**src/rtl/clk_div_cfg_ctrl.sv**
```systemverilog
// ============================================================================
//  Module   : clk_div_cfg_ctrl
//  Purpose  : Round-robin, validated, glitch-safe reconfiguration of the
//             frequency/duty divider (disable, settle, load, re-enable).
//  Options  : CLK_DIV_CTRL_SAME_SKIP_EN - commit no-change requests directly.
//  Revision : 1.0 - initial release
// ============================================================================
`default_nettype none

module clk_div_cfg_ctrl #(
    parameter int Count_bits    = 16,
    parameter int Settle_cycles = 4
) (
    input  logic                  i_clk,
    input  logic                  i_rstn,
    input  logic [1:0]            i_req,
    input  logic [Count_bits-1:0] i_req0_div,
    input  logic [Count_bits-1:0] i_req1_div,
    input  logic [Count_bits-1:0] i_req0_duty,
    input  logic [Count_bits-1:0] i_req1_duty,
    input  logic                  i_req0_en,
    input  logic                  i_req1_en,
    output logic [1:0]            o_gnt,
    output logic [1:0]            o_err,
    output logic [Count_bits-1:0] o_div_count,
    output logic [Count_bits-1:0] o_duty_count,
    output logic                  o_enable,
    output logic                  o_busy
);

    localparam int                    c_settle_w    = $clog2(Settle_cycles + 1);
    localparam logic [c_settle_w-1:0] c_settle_last = c_settle_w'(Settle_cycles - 1);
    localparam logic [c_settle_w-1:0] c_settle_one  = c_settle_w'(1);

    typedef enum logic [2:0] {
        IDLE   = 3'd0,
        CHECK  = 3'd1,
        DRAIN  = 3'd2,
        LOAD   = 3'd3,
        COMMIT = 3'd4
    } state_t;

    state_t                  r_state;
    logic                    r_ptr;
    logic                    r_win;
    logic [Count_bits-1:0]   r_div;
    logic [Count_bits-1:0]   r_duty;
    logic                    r_en;
    logic [c_settle_w-1:0]   r_settle;

    logic                    w_win;
    logic                    w_invalid;
    logic                    w_same;

    // r_ptr names the requester that wins when both are asserting.
    assign w_win     = (i_req == 2'b11) ? r_ptr : i_req[1];
    assign w_invalid = r_en && ((r_div == '0) || (r_duty >= r_div));

`ifdef CLK_DIV_CTRL_SAME_SKIP_EN
    assign w_same = (r_en == o_enable) &&
                    (!r_en || ((r_div == o_div_count) && (r_duty == o_duty_count)));
`else
    assign w_same = 1'b0;
`endif

    always_ff @(posedge i_clk or negedge i_rstn) begin
        if (!i_rstn) begin
            r_state      <= IDLE;
            r_ptr        <= 1'b0;
            r_win        <= 1'b0;
            r_div        <= '0;
            r_duty       <= '0;
            r_en         <= 1'b0;
            r_settle     <= '0;
            o_gnt        <= '0;
            o_err        <= '0;
            o_div_count  <= '0;
            o_duty_count <= '0;
            o_enable     <= 1'b0;
            o_busy       <= 1'b0;
        end else begin
            o_gnt <= '0;
            o_err <= '0;
            case (r_state)
                IDLE: begin
                    if (|i_req) begin
                        r_win   <= w_win;
                        r_div   <= w_win ? i_req1_div  : i_req0_div;
                        r_duty  <= w_win ? i_req1_duty : i_req0_duty;
                        r_en    <= w_win ? i_req1_en   : i_req0_en;
                        r_state <= CHECK;
                        o_busy  <= 1'b1;
                    end
                end
                CHECK: begin
                    if (w_invalid) begin
                        o_err   <= {r_win, ~r_win};
                        r_ptr   <= ~r_win;
                        r_state <= IDLE;
                        o_busy  <= 1'b0;
                    end else if (w_same) begin
                        r_state <= COMMIT;
                    end else if (o_enable) begin
                        o_enable <= 1'b0;
                        r_settle <= '0;
                        r_state  <= DRAIN;
                    end else begin
                        r_state <= LOAD;
                    end
                end
                DRAIN: begin
                    if (r_settle == c_settle_last) begin
                        r_state <= LOAD;
                    end else begin
                        r_settle <= r_settle + c_settle_one;
                    end
                end
                LOAD: begin
                    // A disable request keeps the previous counts.
                    if (r_en) begin
                        o_div_count  <= r_div;
                        o_duty_count <= r_duty;
                    end
                    r_state <= COMMIT;
                end
                COMMIT: begin
                    o_enable <= r_en;
                    o_gnt    <= {r_win, ~r_win};
                    r_ptr    <= ~r_win;
                    r_state  <= IDLE;
                    o_busy   <= 1'b0;
                end
                default: begin
                    r_state <= IDLE;
                    o_busy  <= 1'b0;
                end
            endcase
        end
    end

endmodule

`default_nettype wire
```
**config.mk**
```make
export PLATFORM = sky130hd
export DESIGN_NAME = clk_div_cfg_ctrl
export DESIGN_NICKNAME = d
export VERILOG_FILES = /design/src/rtl/clk_div_cfg_ctrl.sv
export SDC_FILE = /design/constraint.sdc
export NUM_CORES = 1
export LEC_CHECK = 0
export CAP_MARGIN = 20
export CORE_MARGIN = 3
export CORE_UTILIZATION = 47
export DETAILED_ROUTE_END_ITERATION = 8
export DONT_BUFFER_PORTS = 1
export HOLD_SLACK_MARGIN = 0.05
export SYNTH_ARGS = -nofsm -noshare
export SYNTH_HDL_FRONTEND = slang
export SYNTH_SLANG_ARGS = --single-unit
```
**constraint.sdc**
```tcl
create_clock -name i_clk -period 3.67 [get_ports i_clk]
set_input_delay 1.101 -clock i_clk [delete_from_list [all_inputs] [get_ports i_clk]]
set_output_delay 1.101 -clock i_clk [all_outputs]
set_load 0.02 [all_outputs]
```
==> results of run 1 <==
-- cell families after synthesis --
group	count (synthesis)
AND/OR/NAND/NOR	95
multiplexers	49
buffers and inverters	39
AO/OA/AOI/OAI	82
adder cells (fa/ha/maj)	18
flip-flops	79
-- sequential cells by signal, summed over array words and instances, names as in the netlist --
register      count
r_en              1
r_ptr             1
r_duty           16
r_win             1
o_div_count      16
r_settle          3
r_div            16
r_state           3
o_enable          1
o_busy            1
o_gnt             2
o_duty_count     16
o_err             2
-- path summary, 6_finish.rpt --
path / end
min reg2reg: o_err[0]
min in group i_clk: o_err[0]
max: o_busy
max in group asynchronous: o_div_count[15]
max reg2reg: o_busy
min: r_settle[2]
-- report_power, final --
part           switching [mW]  leakage (nW)  total (mW)  internal (mW)
logic                   0.731         0.876        1.31          0.575
clock network           0.303         0.109       0.699          0.396
registers               0.630         0.920        1.92           1.29
-- cell usage in the layout (no fill, tap or decap), types with 2 or more instances in the layout --
cell | synthesis | final
a21oi_1 | 43 | 43
a22oi_1 | 2 | 2
bufinv_16 | 0 | 2
clkbuf_8 | 0 | 10
clkinv_2 | 0 | 2
dfrtp_1 | 79 | 79
ha_1 | 18 | 18
inv_1 | 20 | 20
mux2_2 | 16 | 16
mux2i_1 | 33 | 33
nand2_1 | 27 | 26
nor2_1 | 46 | 46
nor3_1 | 3 | 3
nor3b_1 | 2 | 2
nor3b_2 | 2 | 2
nor4_1 | 4 | 4
o211ai_1 | 2 | 2
o21ai_0 | 17 | 17
o21ai_1 | 7 | 7
or3_1 | 4 | 4
-- through the flow --
stage	power (mW)	worst slack, ns
finish	3.924	1.405
global route	4.287	1.262
CTS	3.985	1.399
detailed placement	3.268	1.330
global placement	3.202	1.333
floorplan	2.899	1.569
-- critical path, cell delays in order, from the launching register on --
cell,delay (ns)
dfrtp_1,0.39
inv_1,0.08
ha_1,0.32
nand4_1,0.17
nor3_1,0.38
a311o_1,0.34
o21ai_2,0.15
o311a_1,0.31
-- per-layer routing --
metal | vias up | track usage
met5 | - | 0
li1 | 1247 | -
met4 | 0 | 0.07464
met3 | 10 | 0.05864
met2 | 73 | 0.2965
met1 | 1196 | 0.2508
-- final cells by class --
class / count / area, um^2
Inverter: 21 / 78.83
Clock buffer: 11 / 141.4
Tap cell: 102 / 127.6
Sequential cell: 79 / 1977
Multi-Input combinational cell: 244 / 1655
Timing Repair Buffer: 2 / 27.53
Fill cell: 732 / 3690
Clock inverter: 4 / 70.07
==> metrics.cfg, run 1 <==
[worst_setup_path]
arrival_ns=2.50
r2r_start=r_div[15]
reg2reg_depth=7
critPathKind=register to register
worst-r2r-setup-slack_ns=1.40
cp.required_ns=3.90
start_kind=register
cp-end-kind=register
crit_path_start=r_div[15]
critPathMaxFanout=6

[timing]
finalHoldViolations=0
setup_viol=0
tightest_slew_ns=0.9584
fin_tns_setup_ns=0
rsz0062_at_grt=no
fin_crit_sh=0.6172
fmax_ghz=0.4415
skew_ns=0.009153
relSlewSlack=0.3588
hold_ws_ns=0.4398
min_period_ns=2.265
maxSlewViolCount=0

[logic_synthesis]
yosys.cell_types.count=39
ys_warn_count=0
synth.most_common_cell=dfrtp_1
synth-seq-cells=79
synth_top_family_by_area=multiplexers
ys_seq_area_frac=0.5213
synth_commonest_cells=dfrtp_1, nor2_1, a21oi_1
syn_inst=362
syn_area_um2=3792
syn-num-nets=450
synth_top_area_cell=dfrtp_1
avgSynthCellArea_um2=10.48
yosys-top-cells-area=dfrtp_1, mux2i_1, ha_1, a21oi_1, mux2_2
async_flop_share=1.000
synth_edf_count=0
synth_top_area_share=0.5213
synth_compound_area_frac=0.1224
synth_flop_cell=dfrtp_1
synth-xor-area-share=0
synth_mux_area_frac=0.1346
synth_simple_gate_area_frac=0.1151
synthAdderAreaFrac=0.05939

[min_path]
hold_class=primary input to asynchronous set/reset pin

[routing]
drt_iter0_drc=63
m1WireLength_um=3559
wl_per_cell_um=17.74
post-route-drc-count=0
vias=2526
drt-total-wl_um=8213
antenna_left=0
routed.top_layer=met4
met2_length_um=3863
first_pass_iters=6
avgViaCountPerCell=5.456
dr_wl_met3_um=652

[clocking]
cts_buffers=9
cts_tree=done
post-cts-setup-buffer-count=0
cts_root_buffer=clkbuf_8
cts.path.max_buffers=2
cts_resized=0
cts.clk_slew.worst_paths_ns=0.08
clk_latency_ns=0.35
cts_sinks=79
htree_levels=3
cts_hold_buf=0

[flow_run]
maxCapViolations=0

[floorplan]
rows=32
die_y_um=95.83
core_area_um2=7767
die_w_um=95.83
ios=108
start_util=0.4882
die_area_um2=9182

[place]
routabilityCongestion=0.7941
dpl.cell_count=448
hpwl_um=5789
port_buffers=0
dpl-instance-area_um2=3866

[cells_and_area]
fin_cells=463
diodes=0
layout.nets=445
drive_gt1_frac=0.1136
fin_area_um2=4078
area_growth_pct=7.522
fin_util=0.5250

[power]
p_leak_nw=1.906
p_per_area_nw_per_um2=962.4
ir_worst_vdd_mv=0.3309

[global_routing]
grt_use_total=0.1912
gr-total-overflow=0
antenna_found_initial=0
grt_pass1_vias=2496
grt_max_degree=80
grt_first_pass_wirelength_um=13290

[status]
outcome=completed

No activity file was read; power rests on OpenSTA's default activity.
==> run 2: changes to the inputs <==
- clock period: 3.67 -> 2 ns (I/O delays scaled with it)
==> metrics.cfg, run 2 (synthesis results as in run 1) <==
[worst_setup_path]
path_depth=7
critPathMaxFanout=6
critPathKind=register to register
crit_slowest_cell=dfrtp_1
crit_path_cell_trace=inv_1 > ha_4 > nand4_1 > nor3_2 > a311o_1 > o21ai_2 > o311a_1
cp_slowest_stage_delay_ns=0.39
reg2reg_to=o_busy
worst-r2r-setup-slack_ns=0.07
crit_family=compound AO/OA/AOI/OAI gates
cp-end-kind=register
start_kind=register
critPathBufInv=1
r2r_start=r_div[13]
cp.required_ns=2.23
reg2reg_depth=7
arrival_ns=2.17

[cells_and_area]
layout_common_cells=dfrtp_1, nor2_1, a21oi_1
fillers=717
multi_input_area_um2=1698
fin_cells=475
diodes=0
drive_gt1_frac=0.1555
seq_area_um2=1977
layout_commonest_cell=dfrtp_1
area_growth_pct=10.29
layout.nets=456

[routing]
wl_per_cell_um=17.67
vias=2569
first_pass_iters=5
avgViaCountPerCell=5.408
antenna_left=0
drt-total-wl_um=8395
drt_iter0_drc=144
post-route-drc-count=0

[global_routing]
antenna_found_initial=0
grt_pass1_vias=2515
gr-total-overflow=0
grt_first_pass_wirelength_um=13130
grt_max_degree=80
grt_use_total=0.1917

[clocking]
clk_latency_ns=0.35
cts.clk_slew.worst_paths_ns=0.08
cts_root_buffer=clkbuf_8
cts_tree=done
cts.path.max_buffers=2
cts_buffers=9
cts_sinks=79
htree_levels=3

[timing]
maxSlewViolCount=0
relSlewSlack=0.7176
min_period_ns=1.933
finalHoldViolations=79
setup_viol=0
rsz0062_at_grt=no
hold_ws_ns=-0.05999
skew_ns=0.01030
fmax_ghz=0.5174
fin_crit_sh=0.9665
tightest_slew_ns=0.4236

[power]
intPower_mw=4.101
pwr-share-seq=0.478
power.total_mw=7.294
pwr-share-comb=0.380
ir_worst_vdd_mv=0.6641
p_leak_nw=1.930
netSwitchingFraction=0.4377
p_sw_mw=3.192
p_clk_frac=0.142
p_per_area_nw_per_um2=1744

[flow_run]
maxCapViolations=0

[place]
dpl.cell_count=456
hpwl_um=5979
port_buffers=0
routabilityCongestion=0.8123

[floorplan]
die_y_um=95.83
rows=32
ios=108
core_area_um2=7767
start_util=0.4882
die_w_um=95.83
die_area_um2=9182

[status]
violations=negative hold slack
outcome=finished, violations left

[min_path]
hold_class=primary input to asynchronous set/reset pin

==> run 2: final cells by class <==
class | count | area share
sequential | 79 | 0.4726
multi-input combinational | 244 | 0.4059
inverter | 21 | 0.01885
timing repair buffer | 13 | 0.03231
tap | 102 | 0.03051
clock buffer | 11 | 0.03141
clock inverter | 5 | 0.008376
==> run 2: stage by stage <==
stage          worst slack [ns]  utilization  setup TNS, ns  area, um^2  hold WS, ns
2_1_floorplan            0.1855            -              0        3792       0.3044
3_3_place_gp            0.02830       0.5087              0        3951       0.3077
3_5_place_dp           -0.03132       0.5087       -0.03207        3951       0.3069
4_1_cts                0.008668       0.5308              0        4123     -0.07513
5_1_grt                0.001414       0.5385              0        4183     -0.08627
6_report                0.06708       0.5385              0        4183     -0.05999
==> run 2: power by group through the flow <==
stage,clock network (mW),logic (mW),registers (mW)
global route,1.15,3.20,3.61
detailed placement,0,2.60,3.53
global placement,0,2.54,3.50
CTS,1.06,2.63,3.50
finish,1.03,2.77,3.48
floorplan,0,2.08,3.24
==> run 2: how the worst max path moves through the flow <==
stage               slack, ns       start     end
floorplan                0.19    r_div[0]   r_ptr
finish                   0.07   r_div[13]  o_busy
global placement         0.03    r_div[1]   r_ptr
CTS                     0.009   r_div[13]   r_ptr
detailed placement      -0.03   r_div[13]  o_busy
global route            0.001  r_duty[11]   r_ptr
==> run 2: routing by layer <==
| metal | global-route usage | part of all wire | up-vias |
|---|---|---|---|
| met5 | 0 | 0 | - |
| met4 | 0.07109 | 0.011 | 0 |
| met3 | 0.04926 | 0.075 | 9 |
| met2 | 0.2924 | 0.47 | 77 |
| met1 | 0.2635 | 0.44 | 1207 |
| li1 | - | - | 1276 |
==> run 2: what timing repair did <==
item                                    CTS  global route
endpoints found under the setup margin    2             9
endpoints found under the hold margin    79            79
buffers inserted                          0             3
gates resized for setup                   1             7
pin swaps                                 1             4
==> run 3: changes to the inputs <==
- CTS_CLUSTER_SIZE: not set -> 24
- RECOVER_POWER: not set -> 50
==> metrics.cfg, run 3 (synthesis results as in run 1) <==
[timing]
setup_viol=0
rsz0062_at_grt=no
fmax_ghz=0.5187
relSlewSlack=0.7168
skew_ns=0.01054
maxSlewViolCount=0
fin_crit_sh=0.9639
tightest_slew_ns=0.4248
fin_ws_ns=0.07212
hold_ws_ns=-0.06177
min_period_ns=1.928
finalHoldViolations=79

[global_routing]
grt_first_pass_wirelength_um=13130
grt_pass1_vias=2515
grt_use_total=0.1917
gr-total-overflow=0
grt_max_degree=80
antenna_found_initial=0

[floorplan]
die_w_um=95.83
start_util=0.4882
rows=32
ios=108
core_area_um2=7767
die_y_um=95.83
die_area_um2=9182

[worst_setup_path]
critPathKind=register to register
start_kind=register
cp-end-kind=register
critPathMaxFanout=6
reg2reg_depth=6
crit_path_start=r_div[14]
arrival_ns=2.16
r2r_start=r_div[14]
cp.required_ns=2.24

[cells_and_area]
area_growth_pct=10.16
layout.nets=456
diodes=0
fin_area_um2=4178
fin_cells=475
drive_gt1_frac=0.1528
layout_commonest_cell=dfrtp_1
layout_common_cells=dfrtp_1, nor2_1, a21oi_1

[clocking]
cts_tree=done
htree_levels=3
cts_root_buffer=clkbuf_8
cts_sinks=79
cts.clk_slew.worst_paths_ns=0.08
clk_latency_ns=0.35
cts.path.max_buffers=2
cts_buffers=9

[flow_run]
maxCapViolations=0

[power]
p_leak_nw=1.928
ir_worst_vdd_mv=0.6636
p_per_area_nw_per_um2=1744

[routing]
drt-total-wl_um=8412
first_pass_iters=4
antenna_left=0
post-route-drc-count=0
wl_per_cell_um=17.71
avgViaCountPerCell=5.453
vias=2590
drt_iter0_drc=128

[place]
dpl-instance-area_um2=3951
hpwl_um=5979
pre_cts_ws_ns=-0.03132
dpl.cell_count=456
routabilityCongestion=0.8123
port_buffers=0

[status]
outcome=finished, violations left
violations=negative hold slack

[min_path]
hold_class=primary input to asynchronous set/reset pin

[run 3: cell count changes in the layout (fill, tap and decap cells not counted)]
cell	previous run	this run
nor3b_1	2	3
nor3b_2	2	1
[run 3: path summary, 6_finish.rpt]
path	slack, ns	end
worst max-delay path	0.07	o_busy
worst min-delay path	-0.06	o_gnt[1]
worst max register to register	0.07	o_busy
worst min register to register	0.51	o_err[0]
max in group asynchronous	1.95	r_duty[14]
min in group i_clk	0.46	r_duty[4]
[run 3: report_power, final]
group	internal, mW	switching [mW]	total [mW]
Clock	0.449	0.587	1.04
Sequential	2.36	1.12	3.48
Combinational	1.29	1.48	2.77
[run 3: worst max-delay path, stage by stage, from the launching register on]
cell and delay (ns):
dfrtp_1 0.38, buf_4 0.14, nor4_1 0.38, and4_1 0.25, a311o_1 0.22, o21ai_2 0.13
o311a_1 0.31
[run 3: through the flow]
| step | setup TNS [ns] | utilization | total power, mW |
|---|---|---|---|
| 6_report | 0 | 0.5379 | 7.286 |
| 5_1_grt | 0 | 0.5379 | 7.957 |
| 4_1_cts | 0 | 0.5308 | 7.190 |
| 3_5_place_dp | -0.03207 | 0.5087 | 6.132 |
| 3_3_place_gp | 0 | 0.5087 | 6.042 |
| 2_1_floorplan | 0 | - | 5.320 |
[run 3: final cells by class]
class                           instances  area [um^2]
Timing Repair Buffer                   13        135.1
Multi-Input combinational cell        244         1693
Fill cell                             718         3590
Clock buffer                           11        131.4
Clock inverter                          5        35.03
Sequential cell                        79         1977
Tap cell                              102        127.6
Inverter                               21        78.83
[run 3: routing by layer]
layer  track usage  vias up  part of all wire
li1              -     1278                 -
met1        0.2635     1211              0.43
met2        0.2924       90              0.47
met3       0.04926       11             0.085
met4       0.07109        0             0.014
met5             0        -                 0
[run 3: timing repair]
action                                  4_1_cts  5_1_grt
gates cloned                                  0        0
buffers inserted                              0        3
resized for setup                             1        7
pin swaps                                     1        4
endpoints found under the setup margin        2        9
endpoints found under the hold margin        79       79
